### config.mk
export PLATFORM = sky130hd
export DESIGN_NAME = svc_soc_uart_rx_reg
export DESIGN_NICKNAME = d
export VERILOG_FILES = /design/src/rtl/svc_soc_uart_rx_pkg.sv /design/src/rtl/svc_soc_uart_rx_core.sv /design/src/rtl/svc_soc_uart_rx_reg.sv
export SDC_FILE = /design/constraint.sdc
export NUM_CORES = 1
export LEC_CHECK = 0
export CORE_MARGIN = 1
export CORE_UTILIZATION = 30
export CTS_CLUSTER_SIZE = 28
export DETAILED_ROUTE_END_ITERATION = 7
export GPL_ROUTABILITY_DRIVEN = 0
export SYNTH_ARGS = -nofsm -noshare
export SYNTH_HDL_FRONTEND = slang
export SYNTH_SLANG_ARGS = --single-unit
### constraint.sdc
create_clock -name clk -period 3.35 [get_ports clk]
set_clock_uncertainty 0.15 [all_clocks]
set_input_delay 0.67 -clock clk [delete_from_list [all_inputs] [get_ports clk]]
set_output_delay 0.67 -clock clk [all_outputs]
set_load 0.05 [all_outputs]
### src/rtl/svc_soc_uart_rx_pkg.sv
// Shared types and register map for the UART receiver peripheral.
// Latency: n/a (declarations only).
// Backpressure: n/a. SVC_SOC_UART_RX_PARITY_EN selects 8E1 framing in the users of this package.
package svc_soc_uart_rx_pkg;

  // Receive FSM states; PARITY is only reachable in the 8E1 build
  typedef enum logic [2:0] {
    ST_IDLE      = 3'd0,
    ST_START     = 3'd1,
    ST_DATA      = 3'd2,
    ST_PARITY    = 3'd3,
    ST_STOP      = 3'd4,
    ST_WAIT_IDLE = 3'd5
  } rx_state_t;

  // Register offsets from BASE_ADDR
  localparam logic [31:0] REG_DATA_OFS   = 32'h0;
  localparam logic [31:0] REG_STATUS_OFS = 32'h4;

  // STATUS bit positions
  localparam int STAT_NOT_EMPTY  = 0;
  localparam int STAT_FULL       = 1;
  localparam int STAT_OVERRUN    = 2;
  localparam int STAT_FRAME_ERR  = 3;
  localparam int STAT_PARITY_ERR = 4;

  // Even-parity bit that makes the total number of ones even
  function automatic logic even_parity(input logic [7:0] d);
    return ^d;
  endfunction

endpackage

### src/rtl/svc_soc_uart_rx_core.sv
// Serial receive core: 2-flop synchroniser, baud counter, frame FSM and shift register.
// Latency: result pulses mid stop bit, 2 sync cycles + CLKS_PER_BIT/2 + 9 (10 with parity) bit-times after the start edge.
// Backpressure: none; byte_valid/frame_err/parity_err are single-cycle pulses. SVC_SOC_UART_RX_PARITY_EN adds an even parity bit.
module svc_soc_uart_rx_core
  import svc_soc_uart_rx_pkg::*;
#(
  parameter int CLKS_PER_BIT = 868
) (
  input  logic       clk,
  input  logic       rst_n,
  input  logic       urx_pin,
  output logic       byte_valid,
  output logic [7:0] byte_data,
  output logic       frame_err,
  output logic       parity_err
);

  localparam int CW = $clog2(CLKS_PER_BIT);
  localparam logic [CW-1:0] FULL_M1 = CW'(CLKS_PER_BIT - 1);
  localparam logic [CW-1:0] HALF_M1 = CW'(CLKS_PER_BIT / 2 - 1);

  logic [1:0]    sync_q;
  logic          rx_sync;
  logic          rx_prev;
  rx_state_t     state;
  rx_state_t     state_nxt;
  logic [CW-1:0] cnt;
  logic          tick;
  logic [2:0]    bit_idx;
  logic [7:0]    shreg;
  logic          par_bad;

  assign rx_sync   = sync_q[1];
  assign byte_data = shreg;

  // Bring the asynchronous pin into the clock domain; keep the previous value for edge detection
  always_ff @(posedge clk) begin
    if (!rst_n) begin
      sync_q  <= 2'b11;
      rx_prev <= 1'b1;
    end else begin
      sync_q  <= {sync_q[0], urx_pin};
      rx_prev <= sync_q[1];
    end
  end

  // Sample strobe: half a bit into START, a full bit in every timed state
  always_comb begin
    tick = 1'b0;
    case (state)
      ST_START:                    tick = (cnt == HALF_M1);
      ST_DATA, ST_PARITY, ST_STOP: tick = (cnt == FULL_M1);
      default:                     tick = 1'b0;
    endcase
  end

  // FSM state register
  always_ff @(posedge clk) begin
    if (!rst_n) state <= ST_IDLE;
    else        state <= state_nxt;
  end

  // FSM next-state logic
  always_comb begin
    state_nxt = state;
    case (state)
      ST_IDLE:      if (rx_prev && !rx_sync) state_nxt = ST_START;
      ST_START:     if (tick) state_nxt = rx_sync ? ST_IDLE : ST_DATA;
`ifdef SVC_SOC_UART_RX_PARITY_EN
      ST_DATA:      if (tick && bit_idx == 3'd7) state_nxt = ST_PARITY;
`else
      ST_DATA:      if (tick && bit_idx == 3'd7) state_nxt = ST_STOP;
`endif
      ST_PARITY:    if (tick) state_nxt = ST_STOP;
      ST_STOP:      if (tick) state_nxt = rx_sync ? ST_IDLE : ST_WAIT_IDLE;
      // A held-low line (break) must go high before another start can be seen
      ST_WAIT_IDLE: if (rx_sync) state_nxt = ST_IDLE;
      default:      state_nxt = ST_IDLE;
    endcase
  end

  // Baud counter reloads on state entry and after each sample; bit counter and shift register capture data bits
  always_ff @(posedge clk) begin
    if (!rst_n) begin
      cnt     <= '0;
      bit_idx <= 3'd0;
      shreg   <= 8'h00;
    end else begin
      if (state_nxt != state || tick || state == ST_IDLE || state == ST_WAIT_IDLE)
        cnt <= '0;
      else
        cnt <= cnt + CW'(1);
      if (state == ST_START)
        bit_idx <= 3'd0;
      else if (state == ST_DATA && tick)
        bit_idx <= bit_idx + 3'd1;
      if (state == ST_DATA && tick)
        shreg <= {rx_sync, shreg[7:1]};
    end
  end

`ifdef SVC_SOC_UART_RX_PARITY_EN
  // Remember a parity mismatch so the stop check can drop the byte
  always_ff @(posedge clk) begin
    if (!rst_n)
      par_bad <= 1'b0;
    else if (state == ST_START)
      par_bad <= 1'b0;
    else if (state == ST_PARITY && tick)
      par_bad <= (rx_sync != even_parity(shreg));
  end
`else
  assign par_bad = 1'b0;
`endif

  // FSM outputs: one-cycle result pulses at the parity and stop samples
  always_comb begin
    byte_valid = 1'b0;
    frame_err  = 1'b0;
    parity_err = 1'b0;
    if (state == ST_STOP && tick) begin
      byte_valid = rx_sync & ~par_bad;
      frame_err  = ~rx_sync;
    end
`ifdef SVC_SOC_UART_RX_PARITY_EN
    if (state == ST_PARITY && tick)
      parity_err = (rx_sync != even_parity(shreg));
`endif
  end

endmodule

### src/rtl/svc_soc_uart_rx_reg.sv
// Memory-mapped UART receiver: receive core, RX FIFO, sticky error flags and DATA/STATUS read decode.
// Latency: io_rdata is registered, valid the cycle after io_ren.
// Backpressure: none on the line; a byte arriving at a full FIFO is dropped and OVERRUN set. SVC_SOC_UART_RX_PARITY_EN enables 8E1.
module svc_soc_uart_rx_reg
  import svc_soc_uart_rx_pkg::*;
#(
  parameter int          CLOCK_FREQ = 100_000_000,
  parameter int          BAUD_RATE  = 115_200,
  parameter logic [31:0] BASE_ADDR  = 32'h8000_0100,
  parameter int          FIFO_DEPTH = 8
) (
  input  logic        clk,
  input  logic        rst_n,
  input  logic        urx_pin,
  input  logic        io_ren,
  input  logic [31:0] io_raddr,
  output logic [31:0] io_rdata,
  output logic        irq
);

  // CLKS_PER_BIT must be >= 4 and FIFO_DEPTH a power of two >= 2
  localparam int CLKS_PER_BIT = CLOCK_FREQ / BAUD_RATE;
  localparam int AW           = $clog2(FIFO_DEPTH);
  localparam int CNTW         = AW + 1;

  logic            rx_byte_valid;
  logic [7:0]      rx_byte;
  logic            rx_frame_err;
  logic            rx_parity_err;

  logic [7:0]      mem [FIFO_DEPTH];
  logic [AW-1:0]   wr_ptr;
  logic [AW-1:0]   rd_ptr;
  logic [CNTW-1:0] count;
  logic            fifo_empty;
  logic            fifo_full;

  logic            sel_data;
  logic            sel_stat;
  logic            push;
  logic            pop;
  logic            ovr_evt;
  logic            ovr_flag;
  logic            ferr_flag;
  logic            perr_flag;
  logic [31:0]     status;

  svc_soc_uart_rx_core #(
    .CLKS_PER_BIT (CLKS_PER_BIT)
  ) u_core (
    .clk        (clk),
    .rst_n      (rst_n),
    .urx_pin    (urx_pin),
    .byte_valid (rx_byte_valid),
    .byte_data  (rx_byte),
    .frame_err  (rx_frame_err),
    .parity_err (rx_parity_err)
  );

  assign fifo_empty = (count == '0);
  assign fifo_full  = (count == CNTW'(FIFO_DEPTH));
  assign irq        = ~fifo_empty;

  assign sel_data = io_ren && (io_raddr == BASE_ADDR + REG_DATA_OFS);
  assign sel_stat = io_ren && (io_raddr == BASE_ADDR + REG_STATUS_OFS);

  // A pop in the same cycle frees the slot, so push on full still succeeds then
  assign pop     = sel_data & ~fifo_empty;
  assign push    = rx_byte_valid & (~fifo_full | pop);
  assign ovr_evt = rx_byte_valid & fifo_full & ~pop;

  // FIFO pointers and occupancy
  always_ff @(posedge clk) begin
    if (!rst_n) begin
      wr_ptr <= '0;
      rd_ptr <= '0;
      count  <= '0;
    end else begin
      if (push) wr_ptr <= wr_ptr + AW'(1);
      if (pop)  rd_ptr <= rd_ptr + AW'(1);
      count <= count + CNTW'(push) - CNTW'(pop);
    end
  end

  // FIFO storage; contents are don't-care once the pointers reset
  always_ff @(posedge clk) begin
    if (push) mem[wr_ptr] <= rx_byte;
  end

  // Sticky error flags clear on a STATUS read; a simultaneous event keeps the bit set
  always_ff @(posedge clk) begin
    if (!rst_n) begin
      ovr_flag  <= 1'b0;
      ferr_flag <= 1'b0;
      perr_flag <= 1'b0;
    end else begin
      ovr_flag  <= (ovr_flag  & ~sel_stat) | ovr_evt;
      ferr_flag <= (ferr_flag & ~sel_stat) | rx_frame_err;
      perr_flag <= (perr_flag & ~sel_stat) | rx_parity_err;
    end
  end

  // STATUS word assembly
  always_comb begin
    status                  = '0;
    status[STAT_NOT_EMPTY]  = ~fifo_empty;
    status[STAT_FULL]       = fifo_full;
    status[STAT_OVERRUN]    = ovr_flag;
    status[STAT_FRAME_ERR]  = ferr_flag;
    status[STAT_PARITY_ERR] = perr_flag;
  end

  // Registered read data; undecoded addresses and idle cycles return zero
  always_ff @(posedge clk) begin
    if (!rst_n)
      io_rdata <= '0;
    else if (sel_data)
      io_rdata <= fifo_empty ? 32'h0 : {23'b0, 1'b1, mem[rd_ptr]};
    else if (sel_stat)
      io_rdata <= status;
    else
      io_rdata <= '0;
  end

endmodule

* Word-level counts from Yosys, hierarchy flattened *
Memory sizes are Yosys's and may differ from the RTL's. A register that Yosys moved wholly into a read port is not among the register bits.
Cells that the tools add are included.

cells by class
  add/sub/neg operators = 6
  muxes and demuxes = 19
  equality and inequality tests = 12
  bitwise gates (word level) = 16
  reductions and logical operators = 15

operators with widths
  cell                                             number
  == test 32 bit (second input constant)           2
  2-to-1 mux 3 bit                                 9
  2-to-1 mux 9 bit                                 2
  case mux 3 bit (6 select lines)                  1
  adder 10 x 1 -> 10 bit (second input constant)   1
  == test 10 bit (second input constant)           1
  == test 10 x 9 -> 1 bit (second input constant)  1
  adder 3 x 1 -> 3 bit (second input constant)     3
  == test 3 bit (second input constant)            3
  bitwise AND 1 bit                                7
  == test 3 x 2 -> 1 bit (second input constant)   2
  logical AND 1 bit                                6
  inverter 1 bit                                   6
  2-to-1 mux 5 bit                                 1
  adder 4 x 1 -> 4 bit                             1
  == test 4 bit (second input constant)            1
  logical NOT 4 bit                                1
  2-to-1 mux 1 bit                                 4
  OR reduction 2 bit                               2
  subtractor 4 x 1 -> 4 bit                        1
  == test 3 x 1 -> 1 bit (second input constant)   1
  logical NOT 3 bit                                1
  logical OR 1 bit                                 3
  != test 3 bit                                    1
  5 further kinds                                  7

storage, ports and cells
  RAM bits = 64
  memories = 1
  flip-flop bits (word level) = 72
  bits of input ports = 36
  logic and storage cells = 82
  output and inout bits = 33

memories
  memory  words  width  rd ports  clocked after Yosys merged registers in  wr ports  RTL line                   RTL
  mem     8      8      1         1                                        1         svc_soc_uart_rx_reg.sv:31  logic [7:0] mem [FIFO_DEPTH];

* Logic depth before layout (Yosys ltp) *
Gate-level depths: netlist (run 1).

  depth in word-level cells = 11
  gate-level depth with buffers = 12
  mapped depth without buffers = 12

* Hierarchy *
From an unflattened synthesis (run 1), not the netlist that was laid out.

unflattened totals
  cell total of the unflattened synthesis = 403
  area total of the unflattened synthesis = 5261.3 µm²

modules (own cells, without submodules)
  module                instances  cells each  area each (µm²)  seq. area each (µm²)
  svc_soc_uart_rx_reg   1          261         3946.3           2422.3
  svc_soc_uart_rx_core  1          142         1315.0           540.5

* Worst setup path after synthesis (run 1) *
OpenSTA, ideal clock, no wires.

  path type = input-to-reg
  start point = input io_raddr[29]
  end point = memory mem[4][0] (enable)
  setup slack = 460 ps
  data arrival time = 2346 ps
  data required time = 2805 ps
  path buffers = 0
  setup time = 395 ps
  cell stages on the path = 5
  cell sequence = nor4b_1 -> and4_1 -> a31o_2 -> nand2_2 -> nor4_1

on the way
  word-level cells in the longest chain between the ends = 7

ends and longest elaborated chain
  element                                 RTL line                   RTL
  start, declared                         svc_soc_uart_rx_reg.sv:16  input logic [31:0] io_raddr,
  == test 32 bit                          svc_soc_uart_rx_reg.sv:64  assign sel_data = io_ren && (io_raddr == BASE_ADDR + REG_DATA_OFS);
  logical AND 1 bit                       svc_soc_uart_rx_reg.sv:64
  bitwise AND 1 bit                       svc_soc_uart_rx_reg.sv:68  assign pop = sel_data & ~fifo_empty;
  bitwise OR 1 bit                        svc_soc_uart_rx_reg.sv:69  assign push = rx_byte_valid & (~fifo_full | pop);
  bitwise AND 1 bit                       svc_soc_uart_rx_reg.sv:69
  2-to-1 mux 1 bit                        svc_soc_uart_rx_reg.sv:87  if (push) mem[wr_ptr] <= rx_byte;
  2-to-1 mux 1 bit (not written as such)  svc_soc_uart_rx_reg.sv:87
  end, declared                           svc_soc_uart_rx_reg.sv:31

Every way passes these cells.

* Worst setup path after layout (run 1) *
  start point = input io_raddr[29]
  end point = register count[2]

on the way
  word-level cells in the longest chain between the ends = 7

ends and longest elaborated chain
  element                      RTL line                   RTL
  == test 32 bit *             svc_soc_uart_rx_reg.sv:64
  logical AND 1 bit *          svc_soc_uart_rx_reg.sv:64
  bitwise AND 1 bit *          svc_soc_uart_rx_reg.sv:68
  bitwise OR 1 bit             svc_soc_uart_rx_reg.sv:69
  bitwise AND 1 bit            svc_soc_uart_rx_reg.sv:69
  adder 4 x 1 -> 4 bit         svc_soc_uart_rx_reg.sv:81  count <= count + CNTW'(push) - CNTW'(pop);
  subtractor 4 x 1 -> 4 bit *  svc_soc_uart_rx_reg.sv:81
  end signal, assigned         svc_soc_uart_rx_reg.sv:81
  end, declared                svc_soc_uart_rx_reg.sv:34  logic [CNTW-1:0] count;

Every way passes the cells marked *; elsewhere a longest branch is shown, timed or not.
A chain may end at the register's enable or synchronous reset.

==> results_dict.tcl, run 1 <==
set metrics [dict create \
    cp-start-kind "input pin" \
    diodes 0 \
    slew_headroom_pct 45.4 \
    route.detailed.drc 0 \
    synthAdderAreaFrac_pct 3.17 \
    synth_xor_area_share_pct 2.29 \
    max_freq_ghz 0.336 \
    required_ps 3480 \
    grt_overflow_total 0 \
    grtUsageTotal_pct 11.9 \
    cts_buffer_depth 2 \
    hold_path.class "flip-flop to flip-flop" \
    die_x_um 131 \
    io_buffer_count 45 \
    yosys_warnings 0 \
    synth_compound_area_share_pct 5.81 \
    seq_area_frac_synth_pct 59.5 \
    vias 3102 \
    antenna_found_initial 0 \
    arrival_ps 3110 \
    cts_max_level 4 \
    wire_per_inst_um 14.4 \
    yosys.area_share.simple_pct 13.9 \
    clk_pin_slew_worst_paths_ps 60 \
    hold_violations 0 \
    io_pins 69 \
    postCtsHoldBufs 0 \
    fin_area_mm2 0.00630 \
    cp_max_fo 5 \
    synth_top_cell_by_area "edfxtp_1" \
    synthFlopType "edfxtp_1" \
    rsz0062_at_grt "false" \
    ir_drop_mv 0.391 \
    cts_tree "built" \
    cts_root_buf "clkbuf_16" \
    routed_wl_um 9740 \
    p_total_mw 3.61 \
    routed_via_density 4.58 \
    die_area_mm2 0.0171 \
    synth_top_area_share_pct 38.6 \
    post_cts_resized 0 \
    r2r_cells 11 \
    drtIter0Drc 238 \
    cts_sinks 116 \
    synthToLayoutAreaGrowth_pct 26.6 \
    finalSetupViolations 0 \
    rows 46 \
    seq_area_mm2 0.00296 \
    worstSetupEndpointType "flip-flop" \
    whs_path_depth 1 \
    synth_top_family_by_area "simple AND/OR/NAND/NOR gates" \
    fillers 1493 \
    drive_gt1_share_pct 17.4 \
    synth.cell_area_mm2 0.00498 \
    grt_pass1_wl_um 15200 \
    insertion_delay_ps 400 \
    status "finished clean" \
    cts_buffers 17 \
    initial_core_util_pct 31.0 \
    syn_inst 384 \
    fp.dieH_um 131 \
    fin_crit_ps 2970 \
    cap_violations 0 \
    synth.top_cells.by_area "edfxtp_1 (39%), dfxtp_1 (21%), mux4_2 (7.2%)" \
    grt_start_max_net_pins 28 \
    period_share_pct 88.8 \
    post_cts_buffers 0 \
    mostFrequentLayoutCells "edfxtp_1 (64), dfxtp_1 (52), clkdlybuf4s50_1 (45), nor2_1 (33), nand2_1 (26)" \
    ys_types 58 \
    synth_async_sr_flop_share_pct 0 \
    ys_ff_latch 116 \
    antenna_left 0 \
    holdWs_ps 253 \
    synth_mux_area_share_pct 9.18 \
    drt_first_pass_iters 6 \
    grt_pass1_vias 2980 \
    layout.nets 496 \
    power_density_mw_per_mm2 572 \
    dp.final_hpwl_um 6560 \
    worst_pin_slew_ps 818 \
    maxSlewViolCount 0 \
    coreArea_mm2 0.0161 \
    synth_edf_count 64 \
    p_leak_nw 2.18 \
    crit_type "input pin to flip-flop" \
    placedInstanceArea_mm2 0.00565 \
    avgSynthCellArea_um2 13.0 \
    multi_input_area_mm2 0.00179 \
    final_common_cell "edfxtp_1" \
]
-- layout make-up --
cell class	count	share of cell area [%]
flip-flops and latches	116	47.0
multi-input cells	239	28.5
repair buffers	62	9.18
clock buffers	17	6.75
well taps	216	4.29
clock inverters	15	3.57
inverters	12	0.715
-- Yosys cell counts (2+ instances only) --
cell type and instances:
ha_1 11, and4_1 4, nand2_1 26, xnor2_1 5, buf_4 26, buf_2 5
nor4_1 7, xor2_1 8, o21a_1 2, nor3b_1 2, clkbuf_1 5, a31oi_1 3
and2_1 3, nand4_1 2, or3_1 2, nor2_1 33, edfxtp_1 64, nand3_1 9
a21oi_1 17, dfxtp_1 52, and4bb_2 4, and3_1 6, a211oi_1 2, buf_1 2
a22oi_1 5, o21ai_0 5, mux4_2 16, mux2i_1 4, nor3_1 5, nand2b_1 5
mux2_2 5, inv_1 11, nor4b_1 3
-- critical path, cell delays in order --
cell,delay [ps]
clkdlybuf4s50_1,420
nor4b_1,300
and4_1,320
a31o_2,200
nand2_2,70
ha_1,290
inv_1,60
ha_1,150
inv_1,50
fa_1,380
xor2_1,160
nor2_1,50
-- cell families after synthesis --
family	Yosys count
adders and majority gates	12
buffers and inverters	51
muxes	25
xor gates and xnor gates	13
DFF	116
and+or+nand+nor	122
AOI/OAI and AO/OA	44
other	1
-- power by group --
part | total, mW | switching, mW | internal [mW]
registers | 1.49 | 0.00378 | 1.49
clock network | 2.00 | 0.668 | 1.33
logic | 0.118 | 0.0757 | 0.0426
total | 3.61 | 0.747 | 2.86
-- routing by layer --
layer / up-vias / track usage (%) / routed length, µm
li1: 1506 / - / -
met1: 1525 / 15.5 / 4470
met2: 62 / 19.0 / 4850
met3: 9 / 3.14 / 346
met4: 0 / 4.80 / 68
met5: - / 0 / 0
-- flip-flops by register name, summed over array words and instances (netlist names), 2 cells and up, named ones only --
| signal | cells |
|---|---|
| count | 4 |
| io_rdata | 9 |
| rd_ptr | 3 |
| u_core.sync_q | 2 |
| u_core.state | 3 |
| u_core.byte_data | 8 |
| mem | 64 |
| u_core.bit_idx | 3 |
| u_core.cnt | 10 |
| wr_ptr | 3 |
-- metrics by stage --
step           worst slack, ps  utilization [%]  cells  setup TNS [ps]
2_1_floorplan              460                -    406               0
3_3_place_gp              88.4             35.2    645               0
3_5_place_dp             -14.6             35.2    645           -14.6
4_1_cts                    395             39.2    677               0
5_1_grt                    185             39.2    677               0
6_report                   375             39.2    677               0
-- worst paths after layout --
check,start,to,slack [ps]
setup / recovery,io_raddr[29],count[2],380
hold / removal,u_core.sync_q[0],u_core.sync_q[1],250
setup reg to reg,u_core.cnt[2],count[2],500
hold reg to reg,u_core.sync_q[0],u_core.sync_q[1],250
(Power assumes the default switching activity.)
==> run 2, diff against run 1 <==
--- a/config.mk
+++ b/config.mk
@@ -6,10 +6,12 @@
 export NUM_CORES = 1
 export LEC_CHECK = 0
 export CORE_MARGIN = 1
-export CORE_UTILIZATION = 30
+export CORE_UTILIZATION = 54
 export CTS_CLUSTER_SIZE = 28
 export DETAILED_ROUTE_END_ITERATION = 7
 export GPL_ROUTABILITY_DRIVEN = 0
+export PLACE_DENSITY = 0.79
+export SKIP_CTS_REPAIR_TIMING = 1
 export SYNTH_ARGS = -nofsm -noshare
 export SYNTH_HDL_FRONTEND = slang
 export SYNTH_SLANG_ARGS = --single-unit
==> results_dict.tcl, run 2 (synthesis gave the netlist of run 1 again) <==
set metrics [dict create \
    antenna_left 0 \
    p_leak_nw 2.13 \
    cts_sinks 116 \
    status "finished with violations" \
    drive_gt1_share_pct 17.8 \
    rsz0062_at_grt "false" \
    route.detailed.drc 6 \
    layout.nets 496 \
    io_buffer_count 45 \
    fp.dieH_um 98.0 \
    grt_pass1_vias 3115 \
    worst_pin_slew_ps 769 \
    power_density_mw_per_mm2 530 \
    rows 34 \
    io_pins 69 \
    fin_tns_setup_ps 0 \
    cts_buffers 17 \
    largest_reg_flops 64 \
    die_area_mm2 0.00960 \
    vias 3135 \
    routed_wl_um 9590 \
    ir_drop_mv 0.425 \
    diodes 0 \
    largest_register "mem" \
    cts_buffer_depth 2 \
    cts_tree "built" \
    violations "design-rule violations" \
    synthToLayoutAreaGrowth_pct 21.6 \
    mostFrequentLayoutCells "edfxtp_1 (64), dfxtp_1 (52), clkdlybuf4s50_1 (45), nor2_1 (33), nand2_1 (26)" \
    initial_core_util_pct 56.5 \
    cts_root_buf "clkbuf_8" \
    final_common_cell "edfxtp_1" \
    antenna_found_initial 0 \
    dp.final_hpwl_um 6240 \
    period_share_pct 85.7 \
    utilization_pct 68.7 \
    setup_slack_ps 479 \
    wire_per_inst_um 16.9 \
    finalSetupViolations 0 \
    required_ps 2530 \
    drtIter0Drc 174 \
    fin_crit_ps 2870 \
    cp-start-kind "flip-flop" \
    drt_first_pass_iters 7 \
    dp_slack_ps 41.6 \
    crit_type "flip-flop to primary output" \
    maxSlewViolCount 0 \
    hold_violations 0 \
    max_freq_ghz 0.348 \
    coreArea_mm2 0.00881 \
    worstSetupEndpointType "primary output" \
    insertion_delay_ps 520 \
    p_total_mw 3.21 \
    die_x_um 98.0 \
    arrival_ps 2050 \
    grt_pass1_wl_um 15300 \
    cap_violations 0 \
    grtUsageTotal_pct 21.5 \
    slew_headroom_pct 48.7 \
    top_regs "mem: 64 flops, u_core.cnt: 10 flops, io_rdata: 9 flops" \
    grt_start_max_net_pins 27 \
    hold_path.class "flip-flop to flip-flop" \
    grt_overflow_total 0 \
    cts_max_level 4 \
    clk_pin_slew_worst_paths_ps 60 \
    cp_max_fo 3 \
    routed_via_density 5.51 \
]
## run 2: cell types whose count changed in the layout (fill, tap and decap cells not counted), sizes merged
| cell | change |
|---|---|
| bufinv | -5 |
| clkinv | +3 |
| clkinvlp | +1 |
| inv | +1 |
## run 2: worst max-delay path, stage by stage (launching register included)
cell and delay (ps):
dfxtp_1 300, inv_1 80, ha_1 230, nand2_1 100, clkdlybuf4s50_1 820
## run 2: report_power, final
group | switching (mW) | internal, mW
combinational | 0.0752 | 0.0418
clock | 0.674 | 0.925
sequential | 0.00395 | 1.49
total | 0.753 | 2.46
## run 2: layer usage
metal / GRT usage [%] / wire [µm] / vias up
met3: 6.66 / 694 / 10
met5: 0 / 0 / -
met2: 36.6 / 5070 / 108
met4: 9.09 / 111 / 0
met1: 25.2 / 3720 / 1515
li1: - / - / 1502
## run 2: through the flow
stage | instances | cell area, µm² | hold WS (ps)
2_1_floorplan | 406 | 5060 | 236
3_3_place_gp | 537 | 5510 | 241
3_5_place_dp | 537 | 5510 | 247
4_1_cts | 569 | 6050 | 261
5_1_grt | 569 | 6050 | 290
6_report | 569 | 6050 | 256
## run 2: cell type report
class	instances	area, µm²
sequential	116	2960
fill	596	2750
multi-input combinational	239	1790
timing repair buffer	62	578
clock buffer	17	414
tap	108	135
clock inverter	15	125
inverter	12	45.0
## run 2: worst paths after layout
kind	end	startpoint	depth (start not counted)	slack, ps
min reg2reg	u_core.sync_q[1]	u_core.sync_q[0]	1	260
min	u_core.sync_q[1]	u_core.sync_q[0]	1	260
max reg2reg	count[2]	u_core.cnt[2]	11	520
max	irq	count[2]	4	480
==> run 3, diff against run 2 <==
--- a/config.mk
+++ b/config.mk
@@ -6,11 +6,10 @@
 export NUM_CORES = 1
 export LEC_CHECK = 0
 export CORE_MARGIN = 1
-export CORE_UTILIZATION = 54
+export CORE_UTILIZATION = 35
 export CTS_CLUSTER_SIZE = 28
 export DETAILED_ROUTE_END_ITERATION = 7
 export GPL_ROUTABILITY_DRIVEN = 0
-export PLACE_DENSITY = 0.79
 export SKIP_CTS_REPAIR_TIMING = 1
 export SYNTH_ARGS = -nofsm -noshare
 export SYNTH_HDL_FRONTEND = slang
==> results_dict.tcl, run 3 (synthesis gave the netlist of run 1 again) <==
set metrics [dict create \
    status "finished clean" \
    p_total_mw 3.34 \
    io_buffer_count 45 \
    cp-start-kind "input pin" \
    synthToLayoutAreaGrowth_pct 24.4 \
    final_common_cell "edfxtp_1" \
    r2r_cells 11 \
    drt_first_pass_iters 4 \
    grt_start_max_net_pins 27 \
    utilization_pct 44.6 \
    layout.nets 497 \
    coreArea_mm2 0.0139 \
    cts_sinks 116 \
    crit_type "input pin to flip-flop" \
    cts_buffer_depth 2 \
    grt.busiest_layer "met2" \
    use_met3_pct 4.42 \
    maxSlewViolCount 0 \
    die_area_mm2 0.0147 \
    drive_gt1_share_pct 17.3 \
    ir_drop_mv 0.376 \
    diodes 0 \
    mostFrequentLayoutCells "edfxtp_1 (64), dfxtp_1 (52), clkdlybuf4s50_1 (45), nor2_1 (33), nand2_1 (26)" \
    grtUsageTotal_pct 13.9 \
    worstSetupEndpointType "flip-flop" \
    routed_via_density 4.79 \
    worstPathBufferInverterCount 3 \
    slew_headroom_pct 44.8 \
    cp_top_family "adder cells" \
    cts_buffers 17 \
    route.detailed.drc 0 \
    largest_register "mem" \
    routed_wl_um 9490 \
    cap_violations 0 \
    critPathMaxStageDelay_ps 410 \
    fin_tns_setup_ps 0 \
    power_density_mw_per_mm2 539 \
    top_regs "mem: 64 flops, u_core.cnt: 10 flops, io_rdata: 9 flops" \
    cts_max_level 4 \
    cp_cell_sequence "clkdlybuf4s50_1, nor4b_1, and4_1, a31o_2, nand2_2, ha_1, inv_1, ha_1, inv_1, fa_1, xor2_1, nor2_1" \
    vias 3076 \
    whs_path_depth 1 \
    antenna_found_initial 0 \
    worst_pin_slew_ps 827 \
    period_share_pct 86.4 \
    cts_root_buf "clkbuf_16" \
    fp.dieH_um 121 \
    max_freq_ghz 0.345 \
    antenna_left 0 \
    io_pins 69 \
    clk_pin_slew_worst_paths_ps 50 \
    hold_path.class "flip-flop to flip-flop" \
    grt_pass1_wl_um 15000 \
    drtIter0Drc 163 \
    grt_use_met2_pct 22.5 \
    die_x_um 121 \
    r2r-end "count[2]" \
    cp_max_fo 3 \
    rr_startpoint "u_core.cnt[3]" \
    insertion_delay_ps 400 \
    fillers 1261 \
    dp.final_hpwl_um 6370 \
    arrival_ps 3030 \
    cts_tree "built" \
    fin_crit_ps 2900 \
    initial_core_util_pct 35.8 \
    grt_overflow_total 0 \
    placedInstanceArea_mm2 0.00561 \
    r2r_slack_ps 550 \
    rows 43 \
    p_leak_nw 2.13 \
    fin_area_mm2 0.00619 \
    min_to "u_core.sync_q[1]" \
    hold_violations 0 \
    rsz0062_at_grt "false" \
    wire_per_inst_um 14.8 \
    grt_pass1_vias 3013 \
    critPathLaunch "io_raddr[24]" \
    required_ps 3480 \
    largest_reg_flops 64 \
    min-delay-start "u_core.sync_q[0]" \
    finalSetupViolations 0 \
    grt_use_met1_pct 16.9 \
    cpMaxStageDelayCell "clkdlybuf4s50_1" \
]
-- run 3: cell count changes in the layout (fill, tap and decap cells not counted), sizes merged --
cell / delta
clkinv: -1
clkinvlp: +3
buf: +1
clkbuf: +2
bufinv: +2
inv: -6
-- run 3: per-layer routing --
metal  share of wire [%]  vias to the layer above
li1                    -                     1509
met1                  47                     1490
met2                  48                       65
met3                 3.9                       12
met4                 1.4                        0
met5                   0                        -
-- run 3: worst max path at each step --
stage | end | depth (start not counted) | slack, ps
floorplan | mem[4][0] | 5 | 460
global placement | count[2] | 12 | 120
detailed placement | count[2] | 12 | 9
CTS | count[2] | 12 | 440
global route | count[3] | 12 | 300
finish | count[2] | 12 | 450
-- run 3: final cells by class --
cell class	count	area, µm²	share of cell area [%]
flip-flops and latches	116	2960	47.9
multi-input cells	239	1790	29.0
repair buffers	63	586	9.46
clock buffers	19	443	7.16
well taps	180	225	3.64
clock inverters	13	135	2.18
inverters	12	45.0	0.728
-- run 3: per-stage QoR --
step	setup slack, ps	cells	hold slack [ps]
5_1_grt	303	642	300
4_1_cts	435	642	262
3_5_place_dp	8.89	610	243
3_3_place_gp	124	610	242
6_report	455	642	258
2_1_floorplan	460	406	236
-- run 3: power breakdown --
part / internal [mW] / switching (mW)
Sequential: 1.49 / 0.00399
Clock: 1.11 / 0.621
Combinational: 0.0426 / 0.0751
